**config.mk**
```make
export PLATFORM = sky130hd
export DESIGN_NAME = tmds_deserializer_flat
export DESIGN_NICKNAME = d
export VERILOG_FILES = /design/src/rtl/tmds_deserializer_if.sv /design/src/rtl/tmds_deserializer.sv /design/src/flat_wrapper.sv
export SDC_FILE = /design/constraint.sdc
export NUM_CORES = 1
export LEC_CHECK = 0
export CELL_PAD_IN_SITES_DETAIL_PLACEMENT = 1
export CELL_PAD_IN_SITES_GLOBAL_PLACEMENT = 1
export CORE_MARGIN = 5
export CORE_UTILIZATION = 52
export CTS_BUF_LIST = sky130_fd_sc_hd__clkbuf_4
export CTS_CLUSTER_SIZE = 10
export DETAILED_ROUTE_END_ITERATION = 8
export DONT_BUFFER_PORTS = 1
export GPL_TIMING_DRIVEN = 0
export PLACE_DENSITY_LB_ADDON = 0.1
export SLEW_MARGIN = 25
export SYNTH_ARGS = -nofsm -noshare
export SYNTH_HDL_FRONTEND = slang
export SYNTH_SLANG_ARGS = --single-unit
```
**constraint.sdc**
```tcl
create_clock -name clk_pixel_x5 -period 4.2 [get_ports clk_pixel_x5]
set_input_delay 0.42 -clock clk_pixel_x5 [delete_from_list [all_inputs] [get_ports clk_pixel_x5]]
set_output_delay 0.42 -clock clk_pixel_x5 [all_outputs]
set_load 0.02 [all_outputs]
```
**src/rtl/tmds_deserializer_if.sv**
```systemverilog
// TMDS deserializer data interface: the serial input pair and the aligned
// word, strobe and lock status coming back from the deserializer.
interface tmds_deserializer_if;
  logic [1:0] serial_pair;  // bit [0] is earlier on the line than bit [1]
  logic [9:0] tmds_word;    // bit 0 is the first bit received
  logic       word_valid;
  logic       locked;
  logic [3:0] bit_offset;

  // Stream source / status consumer.
  modport master (
    output serial_pair,
    input  tmds_word,
    input  word_valid,
    input  locked,
    input  bit_offset
  );

  // Deserializer side.
  modport slave (
    input  serial_pair,
    output tmds_word,
    output word_valid,
    output locked,
    output bit_offset
  );
endinterface

```
**src/rtl/tmds_deserializer.sv**
```systemverilog
// TMDS deserializer: collects two line bits per clk_pixel_x5 cycle into a
// 20-bit history, cuts a 10-bit symbol every fifth cycle at a selectable bit
// offset, and hunts for word alignment by watching for control tokens.
module tmds_deserializer #(
  parameter int unsigned LOCK_COUNT = 8,     // 2..255
  parameter int unsigned MISS_LIMIT = 64,    // 2..4095
  parameter int unsigned LOSS_LIMIT = 4096   // 2..8191
) (
  input  logic                 clk_pixel_x5,
  input  logic                 reset,
  tmds_deserializer_if.slave   bus
);

  // One miss counter serves both SEARCH and LOCKED, so it is sized for the
  // larger of the two limits.
  localparam int unsigned MAX_MISS = (MISS_LIMIT > LOSS_LIMIT) ? MISS_LIMIT : LOSS_LIMIT;
  localparam int MATCH_W = $clog2(LOCK_COUNT + 1);
  localparam int MISS_W  = $clog2(MAX_MISS + 1);

  typedef enum logic [1:0] {
    SEARCH = 2'd0,
    VERIFY = 2'd1,
    LOCKED = 2'd2
  } state_t;

  logic [19:0]        r_hist;
  logic [2:0]         r_phase;
  logic [3:0]         r_offset;
  state_t             r_state;
  logic [MATCH_W-1:0] r_match_cnt;
  logic [MISS_W-1:0]  r_miss_cnt;
  logic [9:0]         r_word;
  logic               r_valid;
  logic               r_locked;

  logic               w_boundary;
  logic [4:0]         w_msb;
  logic [9:0]         w_word;
  logic               w_is_token;
  logic [3:0]         w_offset_slip;
  logic [MATCH_W-1:0] w_match_inc;
  logic [MISS_W-1:0]  w_miss_inc;
  state_t             w_next_state;
  logic [MATCH_W-1:0] w_next_match;
  logic [MISS_W-1:0]  w_next_miss;
  logic [3:0]         w_next_offset;

  assign w_boundary    = (r_phase == 3'd4);
  // Offset 0 takes the newest ten bits; larger offsets reach further back.
  assign w_msb         = 5'd19 - {1'b0, r_offset};
  assign w_word        = r_hist[w_msb -: 10];
  assign w_is_token    = (w_word == 10'b1101010100) || (w_word == 10'b0010101011) ||
                         (w_word == 10'b0101010100) || (w_word == 10'b1010101011);
  assign w_offset_slip = (r_offset == 4'd9) ? 4'd0 : r_offset + 4'd1;
  assign w_match_inc   = r_match_cnt + MATCH_W'(1);
  assign w_miss_inc    = r_miss_cnt + MISS_W'(1);

  // Shift history, run the 5-cycle phase and capture the word at each boundary.
  // NOTE: every register here, the 20-bit history included, is cleared by the
  // async reset so a reset mid-word leaves no stale bits to leak into a symbol.
  always_ff @(posedge clk_pixel_x5 or posedge reset) begin
    if (reset) begin
      r_hist  <= '0;
      r_phase <= '0;
      r_word  <= '0;
      r_valid <= 1'b0;
    end else begin
      // NOTE: non-blocking assignments so every register samples pre-edge
      // values; the word cut below must see the history before this shift.
      r_hist  <= {bus.serial_pair[1], bus.serial_pair[0], r_hist[19:2]};
      r_phase <= w_boundary ? 3'd0 : r_phase + 3'd1;
      r_valid <= w_boundary;
      if (w_boundary) begin
        r_word <= w_word;
      end
    end
  end

  // Alignment FSM state, counters, offset and registered lock flag.
  always_ff @(posedge clk_pixel_x5 or posedge reset) begin
    if (reset) begin
      r_state     <= SEARCH;
      r_match_cnt <= '0;
      r_miss_cnt  <= '0;
      r_offset    <= '0;
      r_locked    <= 1'b0;
    end else begin
      r_state     <= w_next_state;
      r_match_cnt <= w_next_match;
      r_miss_cnt  <= w_next_miss;
      r_offset    <= w_next_offset;
      r_locked    <= (w_next_state == LOCKED);
    end
  end

  // Next-state logic, evaluated only on the word boundary.
  always_comb begin
    // NOTE: hold-current defaults first, so no path through the case leaves a
    // signal unassigned and no latch is inferred.
    w_next_state  = r_state;
    w_next_match  = r_match_cnt;
    w_next_miss   = r_miss_cnt;
    w_next_offset = r_offset;
    if (w_boundary) begin
      unique case (r_state)
        SEARCH: begin
          if (w_is_token) begin
            w_next_state = VERIFY;
            w_next_match = MATCH_W'(1);
            w_next_miss  = '0;
          end else if (w_miss_inc == MISS_W'(MISS_LIMIT)) begin
            w_next_miss   = '0;
            w_next_offset = w_offset_slip;
          end else begin
            w_next_miss = w_miss_inc;
          end
        end
        VERIFY: begin
          if (w_is_token) begin
            w_next_match = w_match_inc;
            if (w_match_inc == MATCH_W'(LOCK_COUNT)) begin
              w_next_state = LOCKED;
              w_next_miss  = '0;
            end
          end else begin
            // A broken run restarts the hunt at the same offset.
            w_next_state = SEARCH;
            w_next_match = '0;
            w_next_miss  = '0;
          end
        end
        LOCKED: begin
          if (w_is_token) begin
            w_next_miss = '0;
          end else if (w_miss_inc == MISS_W'(LOSS_LIMIT)) begin
            w_next_state  = SEARCH;
            w_next_offset = w_offset_slip;
            w_next_match  = '0;
            w_next_miss   = '0;
          end else begin
            w_next_miss = w_miss_inc;
          end
        end
        default: begin
          w_next_state = SEARCH;
          w_next_match = '0;
          w_next_miss  = '0;
        end
      endcase
    end
  end

  assign bus.tmds_word  = r_word;
  assign bus.word_valid = r_valid;
  assign bus.locked     = r_locked;
  assign bus.bit_offset = r_offset;

endmodule

```
**src/flat_wrapper.sv**
```systemverilog
// flat-port wrapper written by rule: the top's interface ports become plain ports
module tmds_deserializer_flat 
#(
  parameter int unsigned LOCK_COUNT = 8,              
  parameter int unsigned MISS_LIMIT = 64,              
  parameter int unsigned LOSS_LIMIT = 4096             
)
  (clk_pixel_x5, reset, bus_serial_pair, bus_tmds_word, bus_word_valid, bus_locked, bus_bit_offset);
  tmds_deserializer_if bus_i ();
  input  logic clk_pixel_x5;
  input  logic reset;
  input wire logic [$bits(bus_i.serial_pair)-1:0] bus_serial_pair;
  output wire logic [$bits(bus_i.tmds_word)-1:0] bus_tmds_word;
  output wire logic [$bits(bus_i.word_valid)-1:0] bus_word_valid;
  output wire logic [$bits(bus_i.locked)-1:0] bus_locked;
  output wire logic [$bits(bus_i.bit_offset)-1:0] bus_bit_offset;
  assign bus_i.serial_pair = bus_serial_pair;
  assign bus_tmds_word = bus_i.tmds_word;
  assign bus_word_valid = bus_i.word_valid;
  assign bus_locked = bus_i.locked;
  assign bus_bit_offset = bus_i.bit_offset;
  tmds_deserializer #(.LOCK_COUNT(LOCK_COUNT), .MISS_LIMIT(MISS_LIMIT), .LOSS_LIMIT(LOSS_LIMIT)) u_core (.clk_pixel_x5(clk_pixel_x5), .reset(reset), .bus(bus_i));
endmodule
```
==> results of run 1 <==
==> what timing repair did <==
item / in CTS / in global routing
hold endpoints to repair: 23 / 2
setup buffers: 5 / 6
pin swaps: 2 / 3
hold buffers: 1 / 2
setup endpoints to repair: 21 / 21
gates resized for setup: 4 / 9
==> cells in the mapped netlist, types with 6 or more instances <==
| library cell | count | area share (%) |
|---|---|---|
| nor3_1 | 19 | 2.3 |
| clkbuf_1 | 7 | 0.65 |
| mux4_2 | 14 | 7.8 |
| buf_2 | 12 | 1.5 |
| o21ai_0 | 19 | 2.3 |
| a31oi_1 | 7 | 1.1 |
| inv_1 | 14 | 1.3 |
| a21oi_1 | 9 | 1.1 |
| nor2_1 | 26 | 2.4 |
| a221o_1 | 8 | 2.0 |
| nand4_1 | 7 | 1.1 |
| dfrtp_1 | 58 | 36 |
| and2_1 | 6 | 0.93 |
| and3_1 | 6 | 0.93 |
| nand2_1 | 37 | 3.4 |
| mux2i_1 | 15 | 3.7 |
| nand3_1 | 13 | 1.6 |
| o21a_1 | 7 | 1.3 |
| ha_1 | 6 | 1.9 |
| o22ai_1 | 7 | 1.1 |
| mux2_2 | 15 | 4.2 |
| nor2b_1 | 8 | 1.2 |
==> cell type report <==
type | instances | area share [%]
Buffer | 24 | 3.44
Clock buffer | 10 | 1.68
Clock inverter | 5 | 1.03
Inverter | 16 | 1.56
Multi-Input combinational cell | 314 | 54.1
Sequential cell | 58 | 32.4
Tap cell | 102 | 2.85
Timing Repair Buffer | 15 | 2.96
==> how the worst max path moves through the flow <==
stage | from | to | depth (start not counted)
global route | u_core.bus.bit_offset[2] | u_core.r_miss_cnt[0] | 16
floorplan | u_core.bus.bit_offset[2] | u_core.r_miss_cnt[12] | 13
CTS | u_core.bus.bit_offset[2] | u_core.r_miss_cnt[12] | 15
global placement | u_core.bus.bit_offset[2] | u_core.r_miss_cnt[0] | 13
finish | u_core.bus.bit_offset[2] | u_core.r_miss_cnt[0] | 16
detailed placement | u_core.bus.bit_offset[2] | u_core.r_miss_cnt[12] | 14
==> kinds of logic after synthesis <==
| kind of cell | share of synthesized area (%) |
|---|---|
| mux | 17.0 |
| buf+inv | 4.94 |
| fa+ha+maj | 1.85 |
| flops | 35.8 |
| compound gates | 20.5 |
| xor+xnor | 1.51 |
| simple gates | 18.4 |
==> power by group through the flow <==
stage	clock network (mW)	registers [mW]	logic (mW)
after CTS	0.401	0.618	0.108
final	0.396	0.619	0.113
after detailed placement	0	0.629	0.102
after global routing	0.435	0.623	0.124
after floorplan	0	0.616	0.0788
after global placement	0	0.627	0.0959
==> state kept, by name, indices dropped and copies added, names as in the netlist <==
register               cells
u_core.r_hist             20
u_core.r_miss_cnt         13
u_core.bus.tmds_word      10
u_core.bus.bit_offset      4
u_core.r_match_cnt         4
u_core.r_phase             3
u_core.r_state             2
u_core.bus.locked          1
u_core.bus.word_valid      1
==> stage by stage <==
stage | TNS (ns) | utilization, % | worst slack (ns) | instance area, sq um | power (mW)
floorplan | 0 | - | 0.482 | 4050 | 0.695
global placement | -5.09 | 54.6 | -0.475 | 4180 | 0.723
detailed placement | -4.22 | 55.0 | -0.335 | 4200 | 0.731
CTS | 0 | 57.4 | 0.0344 | 4390 | 1.13
global route | -0.245 | 58.6 | -0.0352 | 4480 | 1.18
finish | 0 | 58.6 | 0.149 | 4480 | 1.13
==> routing by layer <==
layer / vias to the layer above / wire length, microns
met1: 1857 / 5400
met2: 146 / 5430
met3: 30 / 811
met5: - / 0
li1: 1631 / -
met4: 0 / 257
==> results.md, run 1 <==
- Combinational share of power: 10.0%
- Initial antenna violation count: 0
- HPWL Detailed: 8530 microns
- Sequential share of power: 54.9%
- Synth warn: 0
- Slowest stage delay, CP: 0.52 ns
- Clk_skew: 0.0172 ns
- CP delay by family, top: buffers and inverters
- Die Height: 98.2 microns
- CTS tree: built
- Path depth of the worst reg2reg path: 16
- Synth Area per Inst: 9.83 sq um
- Synth cell types: 68
- Crit path DAT: 4.41 ns
- Layer with the highest usage: met2
- Mapped cell area: 4050 sq um
- Clk pwr share: 35.1%
- P_sw: 316 uW
- Synth-to-layout area growth: 10.6%
- Switching part of the total: 28.0%
- Post-synth EDFFs: 0
- Clock-pin slew on the worst setup and hold paths: 0.10 ns
- Status: complete, no violations
- Syn nets: 422
- Peak Freq: 247 MHz
- Non-Filler Instances: 544
- Largest net degree at the start of global routing: 36
- Commonest non-fill, non-tap cell in the layout: dfrtp_1
- Slowest CP cell: or4b_1
- Peak supply drop: 211 uV
- Required @ worst endpoint: 4.56 ns
- Tot GR Track Use: 25.9%
- Crit path kind: reg -> reg
- Vias: 3664
- Die X: 98.2 microns
- Nets: 448
- Post-Synthesis Cells: 412
- H-tree depth: 3
- Async SR Flop Fraction: 100%
- Root buffer cell: clkbuf_4
- Slew @ Worst Pin: 0.694 ns
- Via-to-Cell Ratio: 6.74
- Multi-input gate area: 2420 sq um
- Core Area: 7650 sq um
- Grt met2 use: 38.8%
- Hold Vio Cnt, Final: 0
- Share of layout cells above drive strength 1: 19.9%
- Internal: 812 uW
- DRC: 0
- Io pins: 20
- CP Cell Sequence: buf_6 -> clkinvlp_4 -> ha_1 -> clkbuf_4 -> buf_4 -> clkbuf_4 -> a41oi_1 -> o21ai_0 -> nand2_1 -> nand3_1 -> or4b_1 -> o21a_2 -> o41ai_4 -> buf_4 -> buf_6 -> mux2_2
- Final Cycle Share: 96.4%
- TritonCTS Buffers: 9
- Fillers: 880
- Leakage: 1.81 nW
- Internal reg-to-reg setup slack: 0.15 ns
- Fin. max-slew vios: 0
- Final ANT Viol Nets: 0
- Port Buffers: 0
- Initial Util: 52.9%
- Fin crit period: 4.05 ns
- # rows: 32
- First-pass GRT wire length: 19700 microns
- GPL Wtd Cong: 0.928
- Worst-Skew Late Latency: 0.43 ns
- Drt pass-1 iters: 5
- Final setup vio count: 0
- WL/cell: 21.9 microns
- Initial DRC Count: 227
- R2r startpoint: u_core.bus.bit_offset[2]
- FF-to-FF End: u_core.r_miss_cnt[0]
- Antenna Cells: 0
- Cell total after placement: 515
- Sequential Area: 1450 sq um
- Buf+Inv Stages, Crit Path: 7
- Final WL: 11900 microns
- Commonest cells after routing, fill and taps aside: dfrtp_1 (57), nand2_1 (37), nor2_1 (25), o21ai_0 (19), nor3_1 (18)
- Vias in the first global route: 3707
- Crit end category: register
- Top fanout value on the critical path: 10
- Startpoint types: register
- Grt ovf: 0
- Seq/Total Area, Yosys: 35.8%
- Worst hold margin: 0.433 ns
- Min-Delay Path Class: in -> async
- Max-capacitance violation count: 0
- CTS max path bufs: 2
- GR met1 Demand/Resource: 36.5%
- GR Util met3: 5.79%
- Flops & latches, synth: 58
- Slew headroom: 53.5%
- Primary FF master, synth: dfrtp_1
- Die Area: 9650 sq um
- Cell Pwr Density: 252 nW/um^2
- TritonCTS Sinks: 58
No activity file was read; power rests on OpenSTA's default activity.
==> run 2: changes to the inputs <==
==> constraint.sdc (replaced) <==
create_clock -name clk_pixel_x5 -period 4.58 [get_ports clk_pixel_x5]
set_input_delay 0.458 -clock clk_pixel_x5 [delete_from_list [all_inputs] [get_ports clk_pixel_x5]]
set_output_delay 0.458 -clock clk_pixel_x5 [all_outputs]
set_load 0.02 [all_outputs]
==> results.md, run 2 (synthesis results as in run 1) <==
- Port Buffers: 0
- RSZ-0062 raised after global routing: false
- Largest net degree at the start of global routing: 36
- R2r startpoint: u_core.bus.bit_offset[2]
- Final ANT Viol Nets: 0
- Max-capacitance violation count: 0
- Non-Filler Instances: 534
- DRC: 0
- Core Area: 7650 sq um
- Crit path DAT: 4.70 ns
- Internal reg-to-reg setup slack: 0.20 ns
- Vias in the first global route: 3683
- Setup TNS: 0 ns
- Share of layout cells above drive strength 1: 17.4%
- Vias: 3598
- Clk pwr share: 35.3%
- Sequential share of power: 55.2%
- Status: complete, no violations
- Required @ worst endpoint: 4.90 ns
- Combinational share of power: 9.5%
- Setup crit start: u_core.bus.bit_offset[2]
- HPWL Detailed: 8530 microns
- Hold path start: bus_serial_pair[0]
- Cell total after placement: 515
- Final setup vio count: 0
- Slew headroom: 53.0%
- TritonCTS Buffers: 9
- Antenna Cells: 0
- Drt pass-1 iters: 5
- H-tree depth: 3
- Largest register by flop count: u_core.r_hist
- Hold Vio Cnt, Final: 0
- Max FFs per register: 20
- Die X: 98.2 microns
- Final WL: 11900 microns
- Initial antenna violation count: 0
- Top fanout value on the critical path: 10
- DP Worst Slack: 0.0454 ns
- Internal: 740 uW
- Crit end category: register
- Commonest non-fill, non-tap cell in the layout: dfrtp_1
- Fin. max-slew vios: 0
- Initial Util: 52.9%
- WL/cell: 22.2 microns
- Crit path kind: reg -> reg
- Worst-Skew Late Latency: 0.43 ns
- Initial DRC Count: 217
- Switching part of the total: 28.0%
- Slew @ Worst Pin: 0.702 ns
- Cell Pwr Density: 235 nW/um^2
- P_sw: 287 uW
- Root buffer cell: clkbuf_4
- Peak Freq: 229 MHz
- Final Core Density: 57.1%
- Slowest stage delay, CP: 0.47 ns
- GPL Wtd Cong: 0.928
- First-pass GRT wire length: 19500 microns
- FF-to-FF End: u_core.r_miss_cnt[12]
- Die Area: 9650 sq um
- Io pins: 20
- Synth-to-layout area growth: 7.91%
- Worst hold stages: 0
- Fin worst setup slack: 0.204 ns
- CP Cell Sequence: clkbuf_4 -> inv_1 -> ha_1 -> buf_2 -> buf_2 -> buf_2 -> nor3b_1 -> a221o_1 -> o21a_1 -> a311oi_4 -> buf_4 -> nand4_1 -> o21a_1 -> o41ai_4 -> mux2_2
- Die Height: 98.2 microns
- Path depth of the worst reg2reg path: 15
- Most used cell, CP: buf_2
- WHS Endpoint: u_core.r_hist[18]
- Clock-pin slew on the worst setup and hold paths: 0.10 ns
- Startpoint types: register
- Final Cycle Share: 95.5%
- CTS tree: built
- TritonCTS Sinks: 58
- Worst hold margin: 0.0500 ns
- Tot GR Track Use: 25.7%
- Slowest CP cell: dfrtp_1
- Fin crit period: 4.38 ns
- Min-Delay Path Class: in -> reg
- Clk_skew: 0.0172 ns
- Peak supply drop: 193 uV
- Leakage: 1.76 nW
- Grt ovf: 0
- Commonest cells after routing, fill and taps aside: dfrtp_1 (58), nand2_1 (37), nor2_1 (25), o21ai_0 (19), nor3_1 (18)
- # rows: 32
- CTS max path bufs: 2
- Via-to-Cell Ratio: 6.74
- Nets: 438
==> run 2: cell count changes in the layout (fill, tap and decap cells not counted), sizes merged <==
cell / change
buf: -7
clkbuf: -1
clkinv: +1
clkinvlp: -2
dlygate4sd3: -2
inv: +1
==> run 2: layout make-up <==
type / instances / area [sq um]
well taps: 102 / 128
clock inverters: 5 / 46.3
repair buffers: 5 / 52.6
clock buffers: 10 / 75.1
flip-flops and latches: 58 / 1450
fillers: 882 / 3280
plain buffers: 24 / 143
inverters: 16 / 62.6
multi-input cells: 314 / 2410
==> run 2: power groups by stage <==
stage | Combinational, mW | Sequential [mW] | Clock, mW
6_report | 0.0976 | 0.568 | 0.362
5_1_grt | 0.108 | 0.571 | 0.399
4_1_cts | 0.0952 | 0.567 | 0.368
3_5_place_dp | 0.0933 | 0.577 | 0
3_3_place_gp | 0.0880 | 0.575 | 0
2_1_floorplan | 0.0723 | 0.565 | 0
==> run 2: metrics by stage <==
step                power (mW)  area [sq um]
finish                    1.03          4370
detailed placement       0.670          4200
floorplan                0.637          4050
global placement         0.663          4180
CTS                       1.03          4340
global route              1.08          4370
==> run 2: repair_timing <==
action / in CTS / in global routing
endpoints found under the hold margin: 23 / 0
endpoints found under the setup margin: 0 / 19
hold buffers: 1 / 0
resized for setup: 0 / 3
buffers inserted: 0 / 3
==> run 2: worst max-delay path by stage <==
stage                                  endpoint  depth (start not counted)  slack, ns
after global placement     u_core.r_miss_cnt[0]                         13       -0.1
after CTS                 u_core.r_miss_cnt[12]                         14       0.03
after global routing      u_core.r_miss_cnt[12]                         15      0.005
final                     u_core.r_miss_cnt[12]                         15       0.20
after detailed placement  u_core.r_miss_cnt[12]                         14       0.05
after floorplan           u_core.r_miss_cnt[12]                         13       0.86
==> run 2: critical path: cells and delay by family (launching register included) <==
kind | cells | cell delay [ns]
muxes | 1 | 0.38
AOI/OAI and AO/OA | 5 | 1.37
buffers and inverters | 6 | 1.49
and+or+nand+nor | 2 | 0.24
DFF | 1 | 0.47
adders and majority gates | 1 | 0.31
==> run 2: per-layer routing <==
layer  global-route usage [%]  routed length, microns  vias to the layer above
met5                        0                       0                        -
met4                     10.1                     269                        0
met3                     6.07                     802                       25
met2                     38.3                    5400                      136
met1                     36.1                    5400                     1824
li1                         -                       -                     1613
